==> src/rtl/uart_cmd_driver_if.sv <==
// Command-word handshake, frame configuration and line/status bundle for uart_cmd_driver.
interface uart_cmd_driver_if #(
    parameter int DATA_WIDTH     = 8,
    parameter int PRESCALE_WIDTH = 6
);
    logic [DATA_WIDTH-1:0]     CMD_DATA;
    logic                      CMD_VALID;
    logic                      CMD_READY;
    logic                      PAR_EN;
    logic                      PAR_TYP;
    logic [PRESCALE_WIDTH-1:0] PRESCALE;
    logic                      TX_LINE;
    logic                      BUSY;
    logic                      FRAME_DONE;
    logic                      FIFO_FULL;
    logic                      FIFO_EMPTY;

    modport master (
        output CMD_DATA, CMD_VALID, PAR_EN, PAR_TYP, PRESCALE,
        input  CMD_READY, TX_LINE, BUSY, FRAME_DONE, FIFO_FULL, FIFO_EMPTY
    );

    modport slave (
        input  CMD_DATA, CMD_VALID, PAR_EN, PAR_TYP, PRESCALE,
        output CMD_READY, TX_LINE, BUSY, FRAME_DONE, FIFO_FULL, FIFO_EMPTY
    );
endinterface

==> src/rtl/uart_cmd_driver.sv <==
// Buffered UART transmitter: FIFO of command words serialised as start/data/parity/stop frames.
// Optional feature macro INTER_FRAME_GAP_EN adds GAP_BITS idle bit-times after every stop bit.
module uart_cmd_driver #(
    parameter int DATA_WIDTH     = 8,
    parameter int PRESCALE_WIDTH = 6,
    parameter int FIFO_DEPTH     = 8,
    parameter int GAP_BITS       = 1
) (
    input  logic             UART_CLK,
    input  logic             RST,
    uart_cmd_driver_if.slave cmd
);
    localparam int AW = $clog2(FIFO_DEPTH);
    localparam int BW = $clog2(DATA_WIDTH);
    localparam logic [PRESCALE_WIDTH-1:0] MIN_PRESCALE = PRESCALE_WIDTH'(4);

`ifdef INTER_FRAME_GAP_EN
    localparam int GW = $clog2(GAP_BITS + 1);
    typedef enum logic [2:0] {
        ST_IDLE   = 3'd0,
        ST_START  = 3'd1,
        ST_DATA   = 3'd2,
        ST_PARITY = 3'd3,
        ST_STOP   = 3'd4,
        ST_GAP    = 3'd5
    } state_t;
`else
    typedef enum logic [2:0] {
        ST_IDLE   = 3'd0,
        ST_START  = 3'd1,
        ST_DATA   = 3'd2,
        ST_PARITY = 3'd3,
        ST_STOP   = 3'd4
    } state_t;
`endif

    function automatic logic parity_bit(input logic [DATA_WIDTH-1:0] word, input logic odd);
        return (^word) ^ odd;
    endfunction

    function automatic logic [PRESCALE_WIDTH-1:0] clamp_prescale(input logic [PRESCALE_WIDTH-1:0] p);
        return (p < MIN_PRESCALE) ? MIN_PRESCALE : p;
    endfunction

    logic [DATA_WIDTH-1:0]     mem_r [FIFO_DEPTH];
    logic [AW:0]               wr_ptr_r;
    logic [AW:0]               rd_ptr_r;
    state_t                    state_r;
    logic [PRESCALE_WIDTH-1:0] cyc_cnt_r;
    logic [PRESCALE_WIDTH-1:0] presc_r;
    logic [BW-1:0]             bit_cnt_r;
    logic [DATA_WIDTH-1:0]     shift_r;
    logic                      par_en_r;
    logic                      par_bit_r;
    logic                      tx_line_r;
    logic                      busy_r;
    logic                      frame_done_r;
`ifdef INTER_FRAME_GAP_EN
    logic [GW-1:0]             gap_cnt_r;
`endif

    logic full_s;
    logic empty_s;
    logic push_s;
    logic pop_s;
    logic bit_end_s;
    logic frame_end_s;
    logic line_s;

    // FIFO flags, bit timing and the point at which the next frame may start.
    always_comb begin
        full_s    = (wr_ptr_r[AW] != rd_ptr_r[AW]) && (wr_ptr_r[AW-1:0] == rd_ptr_r[AW-1:0]);
        empty_s   = (wr_ptr_r == rd_ptr_r);
        push_s    = cmd.CMD_VALID && !full_s;
        bit_end_s = (cyc_cnt_r == (presc_r - PRESCALE_WIDTH'(1)));
        frame_end_s = 1'b0;
        case (state_r)
            ST_IDLE: frame_end_s = 1'b1;
`ifdef INTER_FRAME_GAP_EN
            ST_GAP:  frame_end_s = bit_end_s && (gap_cnt_r == GW'(GAP_BITS - 1));
`else
            ST_STOP: frame_end_s = bit_end_s;
`endif
            default: frame_end_s = 1'b0;
        endcase
        pop_s = frame_end_s && !empty_s;
    end

    // Line level for the current state; registered one cycle later into tx_line_r.
    always_comb begin
        line_s = 1'b1;
        case (state_r)
            ST_START:  line_s = 1'b0;
            ST_DATA:   line_s = shift_r[0];
            ST_PARITY: line_s = par_bit_r;
            default:   line_s = 1'b1;
        endcase
    end

    // FIFO storage; contents need no reset since the pointers define validity.
    always_ff @(posedge UART_CLK) begin
        if (push_s) begin
            mem_r[wr_ptr_r[AW-1:0]] <= cmd.CMD_DATA;
        end
    end

    // FIFO pointers with an extra wrap bit separating full from empty.
    always_ff @(posedge UART_CLK) begin
        if (!RST) begin
            wr_ptr_r <= '0;
            rd_ptr_r <= '0;
        end else begin
            if (push_s) begin
                wr_ptr_r <= wr_ptr_r + (AW+1)'(1);
            end
            if (pop_s) begin
                rd_ptr_r <= rd_ptr_r + (AW+1)'(1);
            end
        end
    end

    // Frame sequencer and registered line/status outputs.
    always_ff @(posedge UART_CLK) begin
        if (!RST) begin
            state_r      <= ST_IDLE;
            cyc_cnt_r    <= '0;
            presc_r      <= '0;
            bit_cnt_r    <= '0;
            shift_r      <= '0;
            par_en_r     <= 1'b0;
            par_bit_r    <= 1'b0;
            tx_line_r    <= 1'b1;
            busy_r       <= 1'b0;
            frame_done_r <= 1'b0;
`ifdef INTER_FRAME_GAP_EN
            gap_cnt_r    <= '0;
`endif
        end else begin
            tx_line_r    <= line_s;
            busy_r       <= (state_r != ST_IDLE);
            frame_done_r <= (state_r == ST_STOP) && bit_end_s;
            if (pop_s) begin
                // Word and framing options are captured here so later input changes cannot corrupt the frame.
                shift_r   <= mem_r[rd_ptr_r[AW-1:0]];
                par_bit_r <= parity_bit(mem_r[rd_ptr_r[AW-1:0]], cmd.PAR_TYP);
                par_en_r  <= cmd.PAR_EN;
                presc_r   <= clamp_prescale(cmd.PRESCALE);
                cyc_cnt_r <= '0;
                bit_cnt_r <= '0;
                state_r   <= ST_START;
            end else begin
                cyc_cnt_r <= bit_end_s ? '0 : cyc_cnt_r + PRESCALE_WIDTH'(1);
                case (state_r)
                    ST_IDLE: begin
                        cyc_cnt_r <= '0;
                    end
                    ST_START: begin
                        if (bit_end_s) begin
                            state_r <= ST_DATA;
                        end
                    end
                    ST_DATA: begin
                        if (bit_end_s) begin
                            shift_r <= shift_r >> 1;
                            if (bit_cnt_r == BW'(DATA_WIDTH - 1)) begin
                                bit_cnt_r <= '0;
                                state_r   <= par_en_r ? ST_PARITY : ST_STOP;
                            end else begin
                                bit_cnt_r <= bit_cnt_r + BW'(1);
                            end
                        end
                    end
                    ST_PARITY: begin
                        if (bit_end_s) begin
                            state_r <= ST_STOP;
                        end
                    end
                    ST_STOP: begin
                        if (bit_end_s) begin
`ifdef INTER_FRAME_GAP_EN
                            gap_cnt_r <= '0;
                            state_r   <= ST_GAP;
`else
                            state_r   <= ST_IDLE;
`endif
                        end
                    end
`ifdef INTER_FRAME_GAP_EN
                    ST_GAP: begin
                        if (bit_end_s) begin
                            if (gap_cnt_r == GW'(GAP_BITS - 1)) begin
                                state_r <= ST_IDLE;
                            end else begin
                                gap_cnt_r <= gap_cnt_r + GW'(1);
                            end
                        end
                    end
`endif
                    default: begin
                        state_r <= ST_IDLE;
                    end
                endcase
            end
        end
    end

    assign cmd.CMD_READY  = !full_s;
    assign cmd.FIFO_FULL  = full_s;
    assign cmd.FIFO_EMPTY = empty_s;
    assign cmd.TX_LINE    = tx_line_r;
    assign cmd.BUSY       = busy_r;
    assign cmd.FRAME_DONE = frame_done_r;
endmodule

==> src/flat_wrapper.sv <==
// flat-port wrapper written by rule: the top's interface ports become plain ports
module uart_cmd_driver_flat 
#(
    parameter int DATA_WIDTH     = 8,
    parameter int PRESCALE_WIDTH = 6,
    parameter int FIFO_DEPTH     = 8,
    parameter int GAP_BITS       = 1
)
  (UART_CLK, RST, cmd_CMD_DATA, cmd_CMD_VALID, cmd_PAR_EN, cmd_PAR_TYP, cmd_PRESCALE, cmd_CMD_READY, cmd_TX_LINE, cmd_BUSY, cmd_FRAME_DONE, cmd_FIFO_FULL, cmd_FIFO_EMPTY);
  uart_cmd_driver_if #(.DATA_WIDTH(DATA_WIDTH), .PRESCALE_WIDTH(PRESCALE_WIDTH)) cmd_i ();
  input  logic UART_CLK;
  input  logic RST;
  input wire logic [$bits(cmd_i.CMD_DATA)-1:0] cmd_CMD_DATA;
  input wire logic [$bits(cmd_i.CMD_VALID)-1:0] cmd_CMD_VALID;
  input wire logic [$bits(cmd_i.PAR_EN)-1:0] cmd_PAR_EN;
  input wire logic [$bits(cmd_i.PAR_TYP)-1:0] cmd_PAR_TYP;
  input wire logic [$bits(cmd_i.PRESCALE)-1:0] cmd_PRESCALE;
  output wire logic [$bits(cmd_i.CMD_READY)-1:0] cmd_CMD_READY;
  output wire logic [$bits(cmd_i.TX_LINE)-1:0] cmd_TX_LINE;
  output wire logic [$bits(cmd_i.BUSY)-1:0] cmd_BUSY;
  output wire logic [$bits(cmd_i.FRAME_DONE)-1:0] cmd_FRAME_DONE;
  output wire logic [$bits(cmd_i.FIFO_FULL)-1:0] cmd_FIFO_FULL;
  output wire logic [$bits(cmd_i.FIFO_EMPTY)-1:0] cmd_FIFO_EMPTY;
  assign cmd_i.CMD_DATA = cmd_CMD_DATA;
  assign cmd_i.CMD_VALID = cmd_CMD_VALID;
  assign cmd_i.PAR_EN = cmd_PAR_EN;
  assign cmd_i.PAR_TYP = cmd_PAR_TYP;
  assign cmd_i.PRESCALE = cmd_PRESCALE;
  assign cmd_CMD_READY = cmd_i.CMD_READY;
  assign cmd_TX_LINE = cmd_i.TX_LINE;
  assign cmd_BUSY = cmd_i.BUSY;
  assign cmd_FRAME_DONE = cmd_i.FRAME_DONE;
  assign cmd_FIFO_FULL = cmd_i.FIFO_FULL;
  assign cmd_FIFO_EMPTY = cmd_i.FIFO_EMPTY;
  uart_cmd_driver #(.DATA_WIDTH(DATA_WIDTH), .PRESCALE_WIDTH(PRESCALE_WIDTH), .FIFO_DEPTH(FIFO_DEPTH), .GAP_BITS(GAP_BITS)) u_core (.UART_CLK(UART_CLK), .RST(RST), .cmd(cmd_i));
endmodule
==> config.mk <==
export PLATFORM = sky130hd
export DESIGN_NAME = uart_cmd_driver_flat
export DESIGN_NICKNAME = d
export VERILOG_FILES = /design/src/rtl/uart_cmd_driver_if.sv /design/src/rtl/uart_cmd_driver.sv /design/src/flat_wrapper.sv
export SDC_FILE = /design/constraint.sdc
export NUM_CORES = 1
export LEC_CHECK = 0
export ABC_AREA = 1
export ABC_CLOCK_PERIOD_IN_PS = 2700
export BUFFER_PORTS_ARGS = -buffer_cell sky130_fd_sc_hd__clkbuf_2
export CAP_MARGIN = 5
export CORE_MARGIN = 2
export CORE_UTILIZATION = 35
export CTS_CLUSTER_DIAMETER = 120
export DETAILED_ROUTE_END_ITERATION = 12
export SLEW_MARGIN = 20
export SYNTH_ARGS = -nofsm -noshare
export SYNTH_HDL_FRONTEND = slang
export SYNTH_SLANG_ARGS = --single-unit
==> constraint.sdc <==
create_clock -name UART_CLK -period 2.7 [get_ports UART_CLK]
set_input_delay 0.27 -clock UART_CLK [delete_from_list [all_inputs] [get_ports UART_CLK]]
set_output_delay 0.27 -clock UART_CLK [all_outputs]
set_load 0.05 [all_outputs]
# Word-level counts from Yosys, hierarchy flattened
# Memory sizes are Yosys's and may differ from the RTL's. A register that Yosys moved wholly into a read port is not among the register bits.
# Cells that the tools add are included.
# word_totals
reg_bits	39
mem_bits_rw	64
inputBits	19
output_inout_bits	6
wordCells	79
memories	1
# memory_table
name	words	word_bits	rd	rd_clocked_by_memory_dff	write_ports	line_no	source
u_core.mem_r	8	8	1	1	1	uart_cmd_driver.sv:45	logic [DATA_WIDTH-1:0] mem_r [FIFO_DEPTH];
# op_classes
addsub	5
order_cmp	1
n_eq_ne	20
mux	19
n_bitwise	3
reduce_logical	17
# ops
op	count
$mux W3	9
$mux W8	3
$ne A3 B1 Y1 const B	5
$pmux W3 S5	1
$ne A2 B1 Y1 const B	6
$reduce_and A6 Y1	2
$add A4 B1 Y4 const B	2
$reduce_xor A8 Y1	1
$add A6 B1 Y6 const B	1
$eq A3 B2 Y1 const B	2
$eq A3 B3 Y1 const B	2
$eq A6 B6 Y1	1
$lt A6 B3 Y1 const B	1
$mux W6	1
$sub A6 B1 Y6 const B	1
$eq A4 B4 Y1	1
$logic_and A1 B1 Y1	4
$reduce_and A2 Y1	2
$reduce_bool A2 Y1	2
$reduce_or A4 Y1	1
$add A3 B1 Y3 const B	1
$eq A3 B1 Y1 const B	1
$eq A3 B3 Y1	1
$logic_not A3 Y1	1
other kinds (9)	13

# Logic depth before layout (Yosys ltp)
# Gate-level depths: netlist of the first run.
# depth
ltp_word	6
depth_mapped	18
mapped_depth_nobuf	16

# Worst setup path before layout of the first run
# No wires, ideal clock.
# synth_timing
kind	register to register
start	register u_core.wr_ptr_r[1]
end	register u_core.state_r[0]
setup_time_ps	67
t_arrival_ps	2543
required_time_ps	2633
path_slack_ps	90
stages_incl_launch_ff	9
n_path_buf	1
synth_period_minus_slack_ps	2610
path_cell_list	dfxtp_1 xnor2_1 nand3_1 nor3_1 nor2_2 nand2_8 buf_6 nand3_1 a21oi_2
# synth_between
elab_chain_cells	5
elab_cells_between_ends	11
cone_classes	7 x eq/ne; 1 x mux; 3 x reduce/logical
# synth_lines
element	line_no	source
from (decl)	uart_cmd_driver.sv:46	logic [AW:0] wr_ptr_r;
from (signal assigned)	uart_cmd_driver.sv:114	wr_ptr_r <= wr_ptr_r + (AW+1)'(1);
$eq A4 B4 Y1 (*)	uart_cmd_driver.sv:73	empty_s = (wr_ptr_r == rd_ptr_r);
via cmd_FIFO_EMPTY	flat_wrapper.sv:23	output wire logic [$bits(cmd_i.FIFO_EMPTY)-1:0] cmd_FIFO_EMPTY;
$logic_not A1 Y1 (*)	uart_cmd_driver.sv:86	pop_s = frame_end_s && !empty_s;
$logic_and A1 B1 Y1 (*)	uart_cmd_driver.sv:86	
$ne A3 B1 Y1 (no source line) or $ne A2 B1 Y1 (tied branches)	-	
$reduce_and A6 Y1 (no source line)	-	
to (signal assigned)	uart_cmd_driver.sv:167	state_r <= par_en_r ? ST_PARITY : ST_STOP;
to (decl)	uart_cmd_driver.sv:48	state_t state_r;
# Mark *: on every way through the listed nets, which the timed path passes. The rest lies on a longest branch.
# A chain may end at the register's enable or synchronous reset.

# Worst setup path in the final report of the first run
# layout_timing
start	register u_core.presc_r[1]
end	register u_core.shift_r[6]
# layout_between
elab_chain_cells	6
elab_cells_between_ends	8
cone_classes	1 x add/sub; 1 x eq/ne; 2 x mux; 4 x reduce/logical
# layout_lines
element	line_no	source
from (decl)	uart_cmd_driver.sv:50	logic [PRESCALE_WIDTH-1:0] presc_r;
from (signal assigned)	uart_cmd_driver.sv:147	presc_r <= clamp_prescale(cmd.PRESCALE);
$sub A6 B1 Y6 (*)	uart_cmd_driver.sv:75	bit_end_s = (cyc_cnt_r == (presc_r - PRESCALE_WIDTH'(1)));
$eq A6 B6 Y1 (*)	uart_cmd_driver.sv:75	
$pmux W1 S2	uart_cmd_driver.sv:77	case (state_r)
$logic_and A1 B1 Y1	uart_cmd_driver.sv:86	
$reduce_bool A2 Y1 (no source line)	-	
$reduce_and A2 Y1 (no source line)	-	
to (signal assigned)	uart_cmd_driver.sv:144	shift_r <= mem_r[rd_ptr_r[AW-1:0]];
to (signal assigned)	uart_cmd_driver.sv:164	shift_r <= shift_r >> 1;
to (decl)	uart_cmd_driver.sv:52	logic [DATA_WIDTH-1:0] shift_r;
# Mark *: on every way between the ends. The rest lies on a longest branch, timed or not.

==> flow_summary.toml, run 1 <==
[die]
dieArea_mm2 = 0.0149
start_util_pct = 35.5
dieWidth_um = 122
io_pins = 25
fp.coreArea_mm2 = 0.0137
fp-row-count = 43
fp.dieH_um = 122

[min_path]
min_from = "cmd_PRESCALE[4]"
hold_class = "in2reg"

[worst_setup_path]
start_kind = "register"
r2r_slack_ps = 530
crit_arrival_ps = 2420
reg2regPathDepth = 13
cp_data_required_time_ps = 2950
crit_path_end_kind = "register"
crit_fanout = 11
critPathKind = "reg2reg"
crit_end = "u_core.shift_r[6]$_SDFFE_PN0P_"
r2r-start = "u_core.presc_r[1]$_SDFFE_PN0P_"
critPathLaunch = "u_core.presc_r[1]$_SDFFE_PN0P_"
r2r_end = "u_core.shift_r[6]$_SDFFE_PN0P_"

[synth]
yosysMostFrequentCell = "nand2_1"
async_flop_share_pct = 0
yosysSeqAreaShare_pct = 56.7
synth_fa_ha_area_share_pct = 1.54
yosysTopAreaCellShare_pct = 39.4
synth_top_area_cell = "edfxtp_1"
synth-edff-count = 64
synthTopCellsByCount = "145 x nand2_1, 71 x nor2_1, 64 x edfxtp_1"
synthFlopType = "edfxtp_1"
synth-seq-cells = 106
synth_area_leaders = "edfxtp_1 39%, dfxtp_1 17%, nand2_1 11%, nor2_1 5.5%, nand3_1 5.2%"
syn-cell-area_mm2 = 0.00488
synthesis.instances = 560
synth_cell_types = 31
synth_top_family_by_area = "simple AND/OR/NAND/NOR gates"
synth_warnings = 0
synth_fp_nets = 585
synth_xor_area_share_pct = 2.87
synthMuxAreaShare_pct = 0
synth-simple-area-share_pct = 24.6
synth_compound_area_share_pct = 7.39
syn_avg_cell_area_um2 = 8.71

[cts]
cts.htree.levels = 3
cts_tree = "built"
cts_buffers = 9
cts_buffer_depth = 2
root_buffer = "clkbuf_16"
cts_setup_buffers = 0
hold_buffers = 0
clk_pin_slew_worst_paths_ps = 70
cts_resized = 0
clk-insertion-delay-late_ps = 350
cts.sinks = 106

[sta]
setup_viol = 0
rsz0062_at_grt = "no"
drv_slew = 0
relSlewSlack_pct = 64.0
fin_crit_sh_pct = 80.4
fin_skew_ps = 6.36
fmax_mhz = 461
tns_ps = 0
final_hold_viol_count = 0
fin_hold_ws_ps = 190
tightest_slew_ps = 539
final.min_clock_period_ps = 2170

[cells_and_area]
nets = 614
syn2layout_area_growth_pct = 13.5
post-route-util_pct = 40.3
drive_gt1_share_pct = 9.76
multi_input_area_mm2 = 0.00177
seqCellArea_mm2 = 0.00276
fillers = 1346
diodes = 0

[place]
place_hpwl_mm = 6.88
place_congestion = 0.826
io_buffers = 24

[drt]
drc = 0
antenna_left = 0
firstDrtPassIters = 4
drtIter0Drc = 231
avgViaCountPerCell = 4.75
via_count = 3676
routed_wl_mm = 10.6
post_drt_wl_per_cell_um = 13.7

[global_routing]
grt_max_degree = 34
antenna_found_initial = 0
grt_use_total_pct = 15.2
grt_overflow = 0
grt_pass1_vias = 3489
grt_first_pass_wirelength_mm = 17.1

[flow_run]
cap_violations = 0

[power_and_ir_drop]
leakagePower_nw = 2.31
power.density_mw_per_mm2 = 1030
ir_drop_mv = 0.381

[status]
status = "finished, final reports clean"
-- metal layers --
metal	up-vias	track usage [%]	routed length (um)
met5	-	0	0
met4	0	6.54	235
met3	22	2.95	330
met2	78	25.1	5010
met1	1691	19.3	4990
li1	1885	-	-
-- worst min-delay path by stage --
stage,slack (ps),to,depth (start not counted)
detailed placement,460,u_core.wr_ptr_r[3]$_SDFFE_PN0P_,1
floorplan,370,u_core.mem_r[0][0]$_DFFE_PP_,0
finish,190,u_core.presc_r[4]$_SDFFE_PN0P_,3
CTS,190,u_core.presc_r[0]$_SDFFE_PN0P_,3
global placement,460,u_core.wr_ptr_r[3]$_SDFFE_PN0P_,1
global route,190,u_core.presc_r[0]$_SDFFE_PN0P_,3
-- cell usage in the layout (no fill, tap or decap), types with 12 or more instances in the layout --
master    instances
nand2_1         145
a21oi_1          28
edfxtp_1         64
inv_1            62
buf_4            12
o21ai_0          28
nand3_1          51
clkbuf_2         24
nor2_1           71
dfxtp_1          42
-- flip-flops by register name (all words and copies together), names as in the netlist, 3 cells and up, named ones only --
| signal | flops |
|---|---|
| u_core.rd_ptr_r | 4 |
| u_core.presc_r | 6 |
| u_core.cyc_cnt_r | 6 |
| u_core.bit_cnt_r | 3 |
| u_core.state_r | 3 |
| u_core.mem_r | 64 |
| u_core.shift_r | 8 |
| u_core.wr_ptr_r | 4 |
-- where the power goes --
group | total [mW] | internal (mW) | switching (mW) | leakage [nW]
logic | 2.27 | 0.721 | 1.55 | 1.24
clock network | 1.40 | 0.815 | 0.583 | 0.151
registers | 2.02 | 1.90 | 0.120 | 0.925
total | 5.68 | 3.44 | 2.25 | 2.31
-- critical path, cell delays in order (launching register included) --
cell and delay [ps]:
dfxtp_1 340, inv_1 60, ha_1 300, xnor2_1 130, a21oi_1 120, nand2_1 70, nor2_1 170, nand3_4 180
inv_1 110, nand2_1 240, nand2_1 130, nand2_1 50, a21oi_1 120, nor2_1 50
-- through the flow --
step                setup slack, ps  cell area [um^2]  power (mW)  instances
floorplan                      89.9              4880        3.83        560
global route                    264              5540        6.11        774
finish                          529              5540        5.68        774
detailed placement              556              5220        4.31        758
global placement                638              5220        4.27        758
CTS                             552              5540        5.72        774
-- cells by family after synthesis --
group                      count (synthesis)
DFF                                      106
buffers and inverters                     82
xor gates and xnor gates                  16
adders and majority gates                  6
AOI/OAI and AO/OA                         69
and+or+nand+nor                          281
-- final cells by class --
type,instances,share of cell area [%]
clock inverters,6,1.60
well taps,180,4.07
repair buffers,36,3.80
flip-flops and latches,106,49.9
inverters,64,4.43
multi-input cells,372,32.1
clock buffers,10,4.14
Note: power is estimated with default switching activity, not from simulation.
==> inputs of run 2 (changes only) <==
--- a/config.mk
+++ b/config.mk
@@ -6,7 +6,7 @@
 export NUM_CORES = 1
 export LEC_CHECK = 0
 export ABC_AREA = 1
-export ABC_CLOCK_PERIOD_IN_PS = 2700
+export ABC_CLOCK_PERIOD_IN_PS = 1900
 export BUFFER_PORTS_ARGS = -buffer_cell sky130_fd_sc_hd__clkbuf_2
 export CAP_MARGIN = 5
 export CORE_MARGIN = 2
==> constraint.sdc (replaced) <==
create_clock -name UART_CLK -period 1.9 [get_ports UART_CLK]
set_input_delay 0.19 -clock UART_CLK [delete_from_list [all_inputs] [get_ports UART_CLK]]
set_output_delay 0.19 -clock UART_CLK [all_outputs]
set_load 0.05 [all_outputs]
==> flow_summary.toml, run 2 (same netlist as run 1, synthesis figures left out) <==
[sta]
final.min_clock_period_ps = 2020
drv_slew = 0
fin_skew_ps = 4.72
rsz0062_at_grt = "yes"
fmax_mhz = 495
tightest_slew_ps = 554
layout_setup_ws_ps = -121
final_hold_viol_count = 0
tns_ps = -1590
fin_crit_sh_pct = 106
setup_viol = 26
relSlewSlack_pct = 63.0

[place]
place_hpwl_mm = 7.68
place_congestion = 0.854
dp.cells = 792
post_dp_cell_area_mm2 = 0.00562
io_buffers = 24

[global_routing]
grt_max_degree = 28
grt_overflow = 0
grt_use_total_pct = 16.0
grt_first_pass_wirelength_mm = 18.4
grt_pass1_vias = 3785
antenna_found_initial = 0

[cts]
clk_pin_slew_worst_paths_ps = 70
cts_tree = "built"
cts.htree.levels = 3
clk-insertion-delay-late_ps = 350
cts_buffer_depth = 2
hold_buffers = 0
cts.sinks = 106
root_buffer = "clkbuf_16"
cts_buffers = 9

[min_path]
hold_class = "in2reg"
min_from = "cmd_PRESCALE[0]"
hold_end = "u_core.presc_r[0]$_SDFFE_PN0P_"
worst_hold_path.num_cells = 3

[flow_run]
cap_violations = 0

[worst_setup_path]
crit_arrival_ps = 2260
path_buf_inv = 3
cp_cell_sequence = "inv_2, buf_4, nand2_1, xor2_1, xor2_1, nand3_4, nand2_8, buf_12, nand2_8, o21ai_1, a21oi_2"
cp_top_family = "simple AND/OR/NAND/NOR gates"
crit_path_max_incr_delay_ps = 330
start_kind = "register"
critPathKind = "reg2reg"
reg2regPathDepth = 11
crit_path_end_kind = "register"
r2r_end = "u_core.par_en_r$_SDFFE_PN0P_"
r2r_slack_ps = -120
crit_fanout = 10
critPathSlowestCell = "dfxtp_2"
cp_data_required_time_ps = 2140
r2r-start = "u_core.presc_r[0]$_SDFFE_PN0P_"

[drt]
post_drt_wl_per_cell_um = 13.7
via_count = 3906
drtIter0Drc = 283
drc = 0
firstDrtPassIters = 5
antenna_left = 0
avgViaCountPerCell = 4.78
routed_wl_mm = 11.2

[die]
dieWidth_um = 122
fp-row-count = 43
io_pins = 25
fp.dieH_um = 122
fp.coreArea_mm2 = 0.0137
dieArea_mm2 = 0.0149
start_util_pct = 35.5

[status]
violations = "setup timing"
status = "finished, violations left"

[cells_and_area]
final_cell_mix = "142 x nand2_1, 64 x edfxtp_1, 61 x inv_1"
syn2layout_area_growth_pct = 30.4
final_cell_area_mm2 = 0.00636
largest_reg_flops = 64
finalNonFillerCells = 817
nets = 657
layout_commonest_cell = "nand2_1"
diodes = 0
drive_gt1_share_pct = 24.0

[power_and_ir_drop]
power.density_mw_per_mm2 = 1520
swShare_pct = 38.6
p_switching_mw = 3.74
leakagePower_nw = 2.65
seqPwrFrac_pct = 30.1
p_clk_share_pct = 23.5
ir_drop_mv = 0.583
intPower_mw = 5.94
combPwrFrac_pct = 46.3
report.power.total_mw = 9.68
-- run 2: how the worst max path moves through the flow --
stage,start,to,slack [ps],cells past startpoint
floorplan,u_core.rd_ptr_r[2]$_SDFFE_PN0P_,u_core.mem_r[1][0]$_DFFE_PP_,-10,7
global placement,u_core.presc_r[1]$_SDFFE_PN0P_,register,-90,11
detailed placement,u_core.rd_ptr_r[2]$_SDFFE_PN0P_,u_core.mem_r[5][6]$_DFFE_PP_,-150,7
CTS,u_core.rd_ptr_r[2]$_SDFFE_PN0P_,u_core.wr_ptr_r[3]$_SDFFE_PN0P_,-130,9
global route,u_core.presc_r[0]$_SDFFE_PN0P_,u_core.state_r[0]$_SDFFE_PN0P_,-190,12
finish,u_core.presc_r[0]$_SDFFE_PN0P_,u_core.par_en_r$_SDFFE_PN0P_,-120,11
-- run 2: worst register-to-register path, cell delays in order, from the launching register on --
cell	delay [ps]
dfxtp_2	330
inv_2	50
buf_4	140
nand2_1	110
xor2_1	210
xor2_1	260
nand3_4	200
nand2_8	160
buf_12	120
nand2_8	90
o21ai_1	210
a21oi_2	40
-- run 2: timing repair --
item	in CTS	in global routing
pin swaps	12	19
setup buffers	2	4
cloned	3	0
resized for setup	33	38
setup endpoints to repair	62	96
-- run 2: cell type report --
class                      count  area, um^2
sequential                   106        2770
fill                        1256        7360
multi-input combinational    374        2100
clock inverter                 7         148
inverter                      64         253
clock buffer                   9         225
timing repair inverter         1        8.76
timing repair buffer          76         628
tap                          180         225
-- run 2: per-stage QoR --
stage / hold WS (ps) / setup WS [ps] / util [%]
2_1_floorplan: 289 / -14.8 / -
3_3_place_gp: 450 / -94.2 / 41.0
3_5_place_dp: 462 / -155 / 41.0
4_1_cts: 106 / -134 / 45.0
5_1_grt: 110 / -188 / 46.3
6_report: 111 / -121 / 46.3
-- run 2: power by group through the flow --
stage,sequential [mW],combinational [mW],clock (mW)
after global placement,2.92,3.67,0
after floorplan,2.90,2.59,0
final,2.92,4.48,2.28
after detailed placement,2.93,3.73,0
after global routing,2.95,4.97,2.41
after CTS,2.89,4.26,2.31
-- run 2: per-layer routing --
metal	part of all wire (%)	track usage, %
met2	48	26.0
met1	46	21.4
met3	3.9	2.43
met4	2.0	6.75
met5	0	0
